File: src/rtl/move_input_ctrl.sv
// move_input_ctrl: debounced move-commit button plus one-hot row/col capture, offered as a valid/ready move.
// Optional MOVE_INPUT_STICKY_ERR_EN: keep move_err high from a failed check until the next good move.
module move_input_ctrl #(
    parameter int DEBOUNCE_CYCLES = 1000000
) (
    input  logic       clk,
    input  logic       Reset_n,
    input  logic       BtnU,
    input  logic [7:0] Row,
    input  logic [7:0] Col,
    input  logic       move_ready,
    output logic       move_valid,
    output logic [2:0] move_row,
    output logic [2:0] move_col,
    output logic       move_err,
    output logic       busy
);
    localparam int CW = $clog2(DEBOUNCE_CYCLES) + 1;

    typedef enum logic [2:0] {IDLE, DEB_PRESS, CHECK, REQ, WAIT_RELEASE} state_t;

    state_t        state;
    logic [CW-1:0] cnt;
    logic [CW-1:0] cnt_inc;
    logic [1:0]    btn_sync;
    logic [1:0]    vld;
    logic [7:0]    row_m, row_s, col_m, col_s;
    logic          btn, armed, row_ok, col_ok, deb_done, rel_done;

    function automatic logic [2:0] enc(input logic [7:0] v);
        enc = '0;
        for (int i = 0; i < 8; i++)
            if (v[i]) enc = 3'(i);
    endfunction

    always_ff @(posedge clk or negedge Reset_n)
        if (!Reset_n) begin
            btn_sync <= '0;
            row_m    <= '0;
            row_s    <= '0;
            col_m    <= '0;
            col_s    <= '0;
            vld      <= '0;
        end else begin
            btn_sync <= {btn_sync[0], BtnU};
            row_m    <= Row;
            row_s    <= row_m;
            col_m    <= Col;
            col_s    <= col_m;
            vld      <= {vld[0], 1'b1};
        end

    assign btn      = btn_sync[1];
    assign row_ok   = (row_s != '0) && ((row_s & (row_s - 8'd1)) == '0);
    assign col_ok   = (col_s != '0) && ((col_s & (col_s - 8'd1)) == '0);
    assign cnt_inc  = (&cnt) ? cnt : cnt + CW'(1);
    // The IDLE->DEB_PRESS edge already counts as the first stable cycle.
    assign deb_done = 32'(cnt) + 32'd2 >= 32'(DEBOUNCE_CYCLES);
    assign rel_done = 32'(cnt) + 32'd1 >= 32'(DEBOUNCE_CYCLES);

    // armed needs a genuine synchronised 0 after reset, so a button held through reset is not a press.
    always_ff @(posedge clk or negedge Reset_n)
        if (!Reset_n) begin
            state      <= IDLE;
            cnt        <= '0;
            armed      <= 1'b0;
            move_valid <= 1'b0;
            move_row   <= '0;
            move_col   <= '0;
            move_err   <= 1'b0;
            busy       <= 1'b0;
        end else begin
            armed <= armed | (vld[1] & ~btn);
`ifndef MOVE_INPUT_STICKY_ERR_EN
            move_err <= 1'b0;
`endif
            case (state)
                IDLE:
                    if (armed && btn) begin
                        state <= DEB_PRESS;
                        cnt   <= '0;
                        busy  <= 1'b1;
                    end
                DEB_PRESS:
                    if (!btn) begin
                        state <= IDLE;
                        busy  <= 1'b0;
                    end else if (deb_done)
                        state <= CHECK;
                    else
                        cnt <= cnt_inc;
                CHECK: begin
                    cnt <= '0;
                    if (row_ok && col_ok) begin
                        move_row   <= enc(row_s);
                        move_col   <= enc(col_s);
                        move_err   <= 1'b0;
                        move_valid <= 1'b1;
                        state      <= REQ;
                    end else begin
                        move_err <= 1'b1;
                        state    <= WAIT_RELEASE;
                    end
                end
                REQ:
                    if (move_ready) begin
                        move_valid <= 1'b0;
                        state      <= WAIT_RELEASE;
                    end
                WAIT_RELEASE:
                    if (btn)
                        cnt <= '0;
                    else if (rel_done) begin
                        state <= IDLE;
                        busy  <= 1'b0;
                    end else
                        cnt <= cnt_inc;
                default: begin
                    state <= IDLE;
                    busy  <= 1'b0;
                end
            endcase
        end
endmodule
File: config.mk
export PLATFORM = sky130hd
export DESIGN_NAME = move_input_ctrl
export DESIGN_NICKNAME = d
export VERILOG_FILES = /design/src/rtl/move_input_ctrl.sv
export SDC_FILE = /design/constraint.sdc
export NUM_CORES = 1
export LEC_CHECK = 0
export BUFFER_PORTS_ARGS = -buffer_cell sky130_fd_sc_hd__buf_2
export CORE_UTILIZATION = 30
export CTS_CLUSTER_SIZE = 14
export DETAILED_ROUTE_END_ITERATION = 10
export GPL_TIMING_DRIVEN = 1
export PLACE_DENSITY_LB_ADDON = 0.15
export SYNTH_ARGS = -nofsm -noshare
export SYNTH_HDL_FRONTEND = slang
export SYNTH_SLANG_ARGS = --single-unit
File: constraint.sdc
create_clock -name clk -period 2.6 [get_ports clk]
set_input_delay 0.13 -clock clk [delete_from_list [all_inputs] [get_ports clk]]
set_output_delay 0.13 -clock clk [all_outputs]
set_load 0.02 [all_outputs]
==> results of run 1 <==
-- worst register-to-register path: stages, from the launching register on --
cell and delay [ns]:
sky130_fd_sc_hd__dfrtp_2 0.42, sky130_fd_sc_hd__and3_4 0.21, sky130_fd_sc_hd__nand4_1 0.17, sky130_fd_sc_hd__or4_4 0.60
sky130_fd_sc_hd__a211oi_4 0.26, sky130_fd_sc_hd__a21oi_2 0.10, sky130_fd_sc_hd__o311a_1 0.14, sky130_fd_sc_hd__and2_4 0.18
sky130_fd_sc_hd__buf_12 0.14, sky130_fd_sc_hd__a22o_1 0.20
-- power groups by stage --
stage	logic (mW)	clock network [mW]	registers, mW
final	0.481	1.17	1.23
after global routing	0.538	1.25	1.24
after CTS	0.478	1.21	1.22
after detailed placement	0.455	0	1.24
after global placement	0.445	0	1.24
after floorplan	0.273	0	1.23
-- layout make-up --
cell class | count | area (µm²)
fillers | 1256 | 7087
multi-input cells | 291 | 1951
flip-flops and latches | 70 | 1757
repair buffers | 105 | 792.0
clock buffers | 10 | 239.0
well taps | 168 | 210.2
clock inverters | 6 | 46.29
inverters | 8 | 30.03
-- Yosys cell counts (2+ instances only) --
cell type,n,area [µm²]
sky130_fd_sc_hd__o211ai_1,3,22.52
sky130_fd_sc_hd__clkbuf_1,11,41.29
sky130_fd_sc_hd__o21a_1,4,30.03
sky130_fd_sc_hd__nand2b_1,5,31.28
sky130_fd_sc_hd__a22oi_1,3,22.52
sky130_fd_sc_hd__nor3_2,2,20.02
sky130_fd_sc_hd__and2_1,4,25.02
sky130_fd_sc_hd__a22o_1,2,17.52
sky130_fd_sc_hd__xnor2_1,9,78.83
sky130_fd_sc_hd__buf_6,6,67.56
sky130_fd_sc_hd__nor3_1,13,65.06
sky130_fd_sc_hd__ha_1,3,37.54
sky130_fd_sc_hd__xor2_1,4,35.03
sky130_fd_sc_hd__and3_1,7,43.79
sky130_fd_sc_hd__nor2b_1,3,18.77
sky130_fd_sc_hd__a41oi_1,2,17.52
sky130_fd_sc_hd__o31a_1,2,17.52
sky130_fd_sc_hd__o21ai_0,23,115.1
sky130_fd_sc_hd__nor3_4,2,32.53
sky130_fd_sc_hd__a21oi_2,10,87.58
sky130_fd_sc_hd__buf_2,6,30.03
sky130_fd_sc_hd__inv_1,8,30.03
sky130_fd_sc_hd__or2_2,2,12.51
sky130_fd_sc_hd__nand2_1,38,142.6
sky130_fd_sc_hd__o41ai_1,3,26.28
sky130_fd_sc_hd__o31ai_1,5,37.54
sky130_fd_sc_hd__a21oi_1,29,145.1
sky130_fd_sc_hd__a31oi_1,18,112.6
sky130_fd_sc_hd__or3_1,2,12.51
sky130_fd_sc_hd__nand3_1,18,90.09
sky130_fd_sc_hd__nand3_2,2,20.02
sky130_fd_sc_hd__nor3b_1,2,15.01
sky130_fd_sc_hd__nor4_2,2,25.02
sky130_fd_sc_hd__dfrtp_1,70,1752
sky130_fd_sc_hd__o21bai_1,2,15.01
sky130_fd_sc_hd__mux2i_1,2,20.02
sky130_fd_sc_hd__nor4_1,7,43.79
sky130_fd_sc_hd__nor2_1,21,78.83
sky130_fd_sc_hd__nand4_1,7,43.79
-- cells by family after synthesis --
| logic type | count (synthesis) |
|---|---|
| AND/OR/NAND/NOR | 147 |
| AO/OA/AOI/OAI | 122 |
| flip-flops | 70 |
| buffers and inverters | 32 |
| XOR/XNOR | 13 |
| adder cells (fa/ha/maj) | 4 |
| multiplexers | 4 |
| other | 1 |
-- worst paths after layout --
path | start | end | slack (ns)
max | cnt[9] | cnt[1] | 0.07
min | move_ready | move_valid | 0.08
max reg2reg | cnt[9] | cnt[1] | 0.07
min reg2reg | col_m[7] | col_s[7] | 0.35
max in group asynchronous | Reset_n | cnt[9] | 1.83
min in group asynchronous | Reset_n | col_m[4] | 0.16
-- registers in the layout, summed over array words and instances (netlist names) --
signal / count
move_valid: 1
col_s: 8
move_row: 3
move_err: 1
cnt: 21
busy: 1
col_m: 8
row_s: 8
vld: 2
row_m: 8
move_col: 3
btn_sync: 2
state: 3
armed: 1
-- through the flow --
step	util [%]	hold WS [ns]	worst slack, ns	setup TNS (ns)
6_report	41.49	0.07790	0.06716	0
5_1_grt	41.49	0.09246	-0.05521	-0.1168
4_1_cts	40.37	0.06680	0.01607	0
3_5_place_dp	36.50	-0.02069	0.01177	0
3_3_place_gp	36.50	-0.02337	0.02812	0
2_1_floorplan	-	-0.1656	-0.05310	-0.05310
-- routing by layer --
metal	GRT usage, %	share of wire [%]	up-vias
met5	0	0	-
met4	5.887	2.0	0
met3	3.560	4.1	12
met2	24.77	45	86
met1	22.62	49	1604
li1	-	-	1636
-- repair_timing --
item                                    CTS  global route
endpoints found under the setup margin    2            29
cloned                                    0             0
hold buffers                             18             0
endpoints found under the hold margin    87             0
setup buffers                             0             3
pin swaps                                 0             9
resized for setup                         2            26
==> insert_results.sql, run 1 <==
INSERT INTO impl_metrics (metric_group, metric, value, unit) VALUES
('routing', 'finalWirelength', '9853', 'µm'),
('power_and_ir_drop', 'switching_power_of_the_nets', '0.8462', 'mW'),
('logic_synthesis', 'muxShareOfSynthArea', '1.229', '%'),
('flow_run', 'max_cap_viol_count', '0', ''),
('clock_network', 'cts_tree', 'yes', ''),
('sta', 'relSlewSlack', '63.31', '%'),
('floorplanning', 'design.die.area', '13010', 'µm²'),
('layout', 'stdcell_area', '5025', 'µm²'),
('logic_synthesis', 'ys_seq_area_share', '46.51', '%'),
('power_and_ir_drop', 'cell_area_power_density', '573.0', 'nW/µm²'),
('critical_path', 'slowest_delay', '0.60', 'ns'),
('layout', 'syn_to_final_growth', '33.42', '%'),
('logic_synthesis', 'synth-edff-count', '0', ''),
('placed_design', 'dp.final_hpwl', '7085', 'µm'),
('clock_network', 'cts.reportedPaths.clkPinSlew', '0.06', 'ns'),
('logic_synthesis', 'post_synth_xor_area_fraction', '3.023', '%'),
('floorplanning', 'die_height', '114.0', 'µm'),
('routing', 'detail-route-antenna-nets', '0', ''),
('placed_design', 'io_buffer_count', '28', ''),
('sta', 'clock_skews', '0.005292', 'ns'),
('critical_path', 'critPathBufInv', '1', ''),
('floorplanning', 'placementRows', '40', ''),
('clock_network', 'cts_sinks', '70', ''),
('power_and_ir_drop', 'combPwrFrac', '16.7', '%'),
('clock_network', 'cts_max_path_buffers', '2', ''),
('logic_synthesis', 'synth-simple-area-share', '21.83', '%'),
('run_status', 'status', 'completed', ''),
('critical_path', 'worst-endpoint-required', '2.83', 'ns'),
('sta', 'period_minus_ws_final', '2.533', 'ns'),
('critical_path', 'path_length_in_cells_of_the_critical_path', '9', ''),
('power_and_ir_drop', 'post-layout-total-power', '2.879', 'mW'),
('placed_design', 'dp.cells', '621', ''),
('sta', 'fmaxAchievable', '0.3948', 'GHz'),
('logic_synthesis', 'netlist-cell-type-count', '70', ''),
('routing', 'drt-wirelength-per-cell', '14.97', 'µm'),
('layout', 'final-instance-count-excl-fill', '658', ''),
('floorplanning', 'core', '12110', 'µm²'),
('critical_path', 'path_cells', 'and3_4, nand4_1, or4_4, a211oi_4, a21oi_2, o311a_1, and2_4, buf_12, a22o_1', ''),
('min_path', 'worstHoldPathCells', '4', ''),
('grt', 'grt_remaining_overflow', '0', ''),
('layout', 'insertedDiodeCount', '0', ''),
('grt', 'globalRouteTotalUtil', '16.25', '%'),
('logic_synthesis', 'synth_area_in_adders', '1.262', '%'),
('grt', 'grt_pass1_vias', '3206', ''),
('critical_path', 'setup.worst_path.start_class', 'flop', ''),
('clock_network', 'cts_inserted_buffers', '9', ''),
('min_path', 'hold_path_class', 'primary input to flop', ''),
('placed_design', 'finalWeightedCongestion', '0.8942', ''),
('routing', 'drc', '0', ''),
('floorplanning', 'fp.dieW', '114.0', 'µm'),
('layout', 'nets', '508', ''),
('clock_network', 'clock_insertion_delay_worst_skew', '0.34', 'ns'),
('floorplanning', 'top_ports', '29', ''),
('layout', 'final_common_cell', 'sky130_fd_sc_hd__dfrtp_1', ''),
('critical_path', 'cp_data_arrival_time', '2.76', 'ns'),
('layout', 'layout_cells_sized_above_1', '31.84', '%'),
('placed_design', 'placement_cell_area', '4420', 'µm²'),
('logic_synthesis', 'synth-async-reset-ratio', '100.0', '%'),
('logic_synthesis', 'synth_compound_area_share', '21.43', '%'),
('routing', 'vias', '3338', ''),
('logic_synthesis', 'synth_top_family_by_area', 'simple AND/OR/NAND/NOR gates', ''),
('power_and_ir_drop', 'power.static_leakage', '2.185', 'nW'),
('critical_path', 'cp_top_family', 'simple AND/OR/NAND/NOR gates', ''),
('layout', 'most-common-layout-cells', 'sky130_fd_sc_hd__dfrtp_1, sky130_fd_sc_hd__buf_4, sky130_fd_sc_hd__nand2_1, sky130_fd_sc_hd__a21oi_1, sky130_fd_sc_hd__buf_2', ''),
('logic_synthesis', 'post_synthesis_net_count', '416', ''),
('sta', 'tightestPinTransition', '0.5365', 'ns'),
('logic_synthesis', 'syn-cell-area', '3766', 'µm²'),
('critical_path', 'crit_end_category', 'flop', ''),
('clock_network', 'cts-htree-levels', '3', ''),
('power_and_ir_drop', 'power.share.switching', '29.39', '%'),
('clock_network', 'clock-root-buffer', 'sky130_fd_sc_hd__clkbuf_16', '');
(Power assumes the default switching activity.)
==> run 2, diff against run 1 <==
- CELL_PAD_IN_SITES_DETAIL_PLACEMENT: not set -> 0
- CELL_PAD_IN_SITES_GLOBAL_PLACEMENT: not set -> 2
==> insert_results.sql, run 2 (synthesis results as in run 1) <==
INSERT INTO impl_metrics (metric_group, metric, value, unit) VALUES
('routing', 'detail-route-antenna-nets', '0', ''),
('floorplanning', 'start_util', '31.10', '%'),
('placed_design', 'io_buffer_count', '28', ''),
('critical_path', 'worst-endpoint-required', '2.83', 'ns'),
('sta', 'finalHoldWorstSlack', '0.07620', 'ns'),
('clock_network', 'clock-root-buffer', 'sky130_fd_sc_hd__clkbuf_16', ''),
('layout', 'postLayoutCoreUtil', '43.09', '%'),
('floorplanning', 'die_height', '114.0', 'µm'),
('layout', 'top_register', 'cnt', ''),
('grt', 'grt_start_max_net_pins', '71', ''),
('critical_path', 'crit_end_category', 'flop', ''),
('routing', 'drc', '0', ''),
('sta', 'period_minus_ws_final', '2.561', 'ns'),
('placed_design', 'dp.final_hpwl', '7552', 'µm'),
('clock_network', 'cts_inserted_buffers', '9', ''),
('power_and_ir_drop', 'post-layout-total-power', '3.121', 'mW'),
('critical_path', 'slowest_delay', '0.41', 'ns'),
('sta', 'worst_slack', '0.03916', 'ns'),
('grt', 'grt_remaining_overflow', '0', ''),
('critical_path', 'cp_data_arrival_time', '2.79', 'ns'),
('routing', 'drt-pass1-iter-count', '4', ''),
('placed_design', 'finalWeightedCongestion', '0.8425', ''),
('clock_network', 'cts_sinks', '70', ''),
('clock_network', 'cts_tree', 'yes', ''),
('run_status', 'status', 'completed', ''),
('layout', 'syn_to_final_growth', '38.57', '%'),
('layout', 'layout_cells_sized_above_1', '34.00', '%'),
('routing', 'detail_route.vias_per_cell', '4.985', ''),
('clock_network', 'cts.reportedPaths.clkPinSlew', '0.06', 'ns'),
('power_and_ir_drop', 'power.static_leakage', '2.280', 'nW'),
('critical_path', 'setup.worst_path.start_class', 'flop', ''),
('floorplanning', 'top_ports', '29', ''),
('clock_network', 'cts-htree-levels', '3', ''),
('floorplanning', 'design.die.area', '13010', 'µm²'),
('sta', 'rsz0062_at_grt', 'yes', ''),
('placed_design', 'dp.cells', '627', ''),
('sta', 'fmaxAchievable', '0.3905', 'GHz'),
('sta', 'tightestPinTransition', '0.8916', 'ns'),
('sta', 'clock_skews', '0.005006', 'ns'),
('power_and_ir_drop', 'cell_area_power_density', '598.1', 'nW/µm²'),
('clock_network', 'cts_max_path_buffers', '2', ''),
('layout', 'most-common-layout-cells', 'sky130_fd_sc_hd__dfrtp_1, sky130_fd_sc_hd__buf_4, sky130_fd_sc_hd__nand2_1, sky130_fd_sc_hd__a21oi_1, sky130_fd_sc_hd__buf_2', ''),
('floorplanning', 'placementRows', '40', ''),
('sta', 'number_of_max_slew_violations_in_the_final_report', '0', ''),
('routing', 'finalWirelength', '10960', 'µm'),
('grt', 'grt_antenna_before_repair', '0', ''),
('critical_path', 'critical_path.slowest_cell', 'sky130_fd_sc_hd__dfrtp_1', ''),
('routing', 'vias', '3345', ''),
('floorplanning', 'core', '12110', 'µm²'),
('routing', 'met2_wirelength', '5310', 'µm'),
('floorplanning', 'fp.dieW', '114.0', 'µm'),
('min_path', 'hold_path_class', 'primary input to flop', ''),
('sta', 'hold_viol', '0', ''),
('layout', 'final_common_cell', 'sky130_fd_sc_hd__dfrtp_1', ''),
('clock_network', 'clock_insertion_delay_worst_skew', '0.34', 'ns'),
('sta', 'period_share', '98.49', '%'),
('routing', 'route.met3.wl', '413', 'µm'),
('power_and_ir_drop', 'max-vdd-ir-drop', '0.3011', 'mV'),
('placed_design', 'placement.setup.worst_slack', '0.05251', 'ns'),
('routing', 'drt_iter0_markers', '185', ''),
('critical_path', 'critical_path.max_fanout', '6', ''),
('routing', 'drt-wirelength-per-cell', '16.33', 'µm'),
('layout', 'insertedDiodeCount', '0', ''),
('critical_path', 'path_cells', 'nand3_1, buf_4, nor3_4, o2111a_1, nor3_1, a31oi_1, o311a_1, and2_4, mux2_2', ''),
('layout', 'nets', '521', ''),
('layout', 'final-instance-count-excl-fill', '671', ''),
('grt', 'globalRouteTotalUtil', '17.81', '%'),
('critical_path', 'crit_type', 'flop to flop', ''),
('layout', 'number_of_flip_flops_under_the_largest_register_name', '21', ''),
('sta', 'setup-violations-final', '0', ''),
('sta', 'relSlewSlack', '40.56', '%'),
('grt', 'grt_pass1_vias', '3216', ''),
('routing', 'route.layer.met1.wl', '5099', 'µm'),
('routing', 'top_layer', 'met4', ''),
('flow_run', 'max_cap_viol_count', '0', ''),
('layout', 'number_of_fill_cells_in_the_layout', '1223', ''),
('grt', 'global_route_wire_length_before_repair', '17460', 'µm');
[run 2: changes by cell type in the layout (fill, tap and decap cells not counted), moves of 2 or more]
cell | before | now
sky130_fd_sc_hd__nor3_1 | 13 | 11
sky130_fd_sc_hd__nor3_2 | 0 | 3
sky130_fd_sc_hd__buf_4 | 56 | 64
sky130_fd_sc_hd__bufinv_16 | 0 | 2
sky130_fd_sc_hd__buf_6 | 1 | 5
sky130_fd_sc_hd__clkinvlp_4 | 2 | 0
sky130_fd_sc_hd__and3_1 | 4 | 6
sky130_fd_sc_hd__and3_2 | 2 | 0
[run 2: metal layers]
metal  global-route usage, %  up-vias
li1                        -     1654
met1                   23.37     1597
met2                   29.05       81
met3                   4.676       13
met4                   4.675        0
met5                       0        -
[run 2: worst max-delay path: cells and delay by family (launching register included)]
| family | cells | cell delay, ns |
|---|---|---|
| muxes | 1 | 0.35 |
| and+or+nand+nor | 4 | 0.79 |
| buffers and inverters | 1 | 0.23 |
| DFF | 1 | 0.41 |
| AOI/OAI and AO/OA | 3 | 0.67 |
[run 2: layout make-up]
cell class / instances / area (µm²) / area share [%]
Clock inverter: 7 / 96.34 / 1.846
Inverter: 8 / 30.03 / 0.5754
Tap cell: 168 / 210.2 / 4.028
Multi-Input combinational cell: 291 / 1964 / 37.64
Sequential cell: 70 / 1755 / 33.64
Timing Repair Buffer: 118 / 937.1 / 17.96
Clock buffer: 9 / 225.2 / 4.316
[run 2: final timing paths]
path / depth (start not counted) / slack (ns) / start / to
worst min register to register: 0 / 0.34 / row_m[6] / row_s[6]
max in group asynchronous: 2 / 1.51 / Reset_n / cnt[8]
min in group asynchronous: 2 / 0.47 / Reset_n / row_s[6]
worst max-delay path: 9 / 0.04 / cnt[10] / cnt[14]
worst max register to register: 9 / 0.04 / cnt[10] / cnt[14]
worst min-delay path: 4 / 0.08 / move_ready / move_valid
[run 2: stage by stage]
step / TNS [ns] / cell area [µm²]
final: 0 / 5219
after global routing: -1.039 / 5219
after CTS: 0 / 4957
after detailed placement: 0 / 4456
after global placement: 0 / 4456
after floorplan: -0.05310 / 3769
[run 2: timing repair]
item	CTS	global route
setup buffers	0	9
gates resized for setup	0	37
endpoints found under the setup margin	0	31
hold buffers	18	0
endpoints found under the hold margin	87	0
[run 2: power by group]
part           internal, mW  switching (mW)
clock                 0.843           0.502
combinational         0.247           0.324
sequential             1.15          0.0507
total                  2.24           0.877
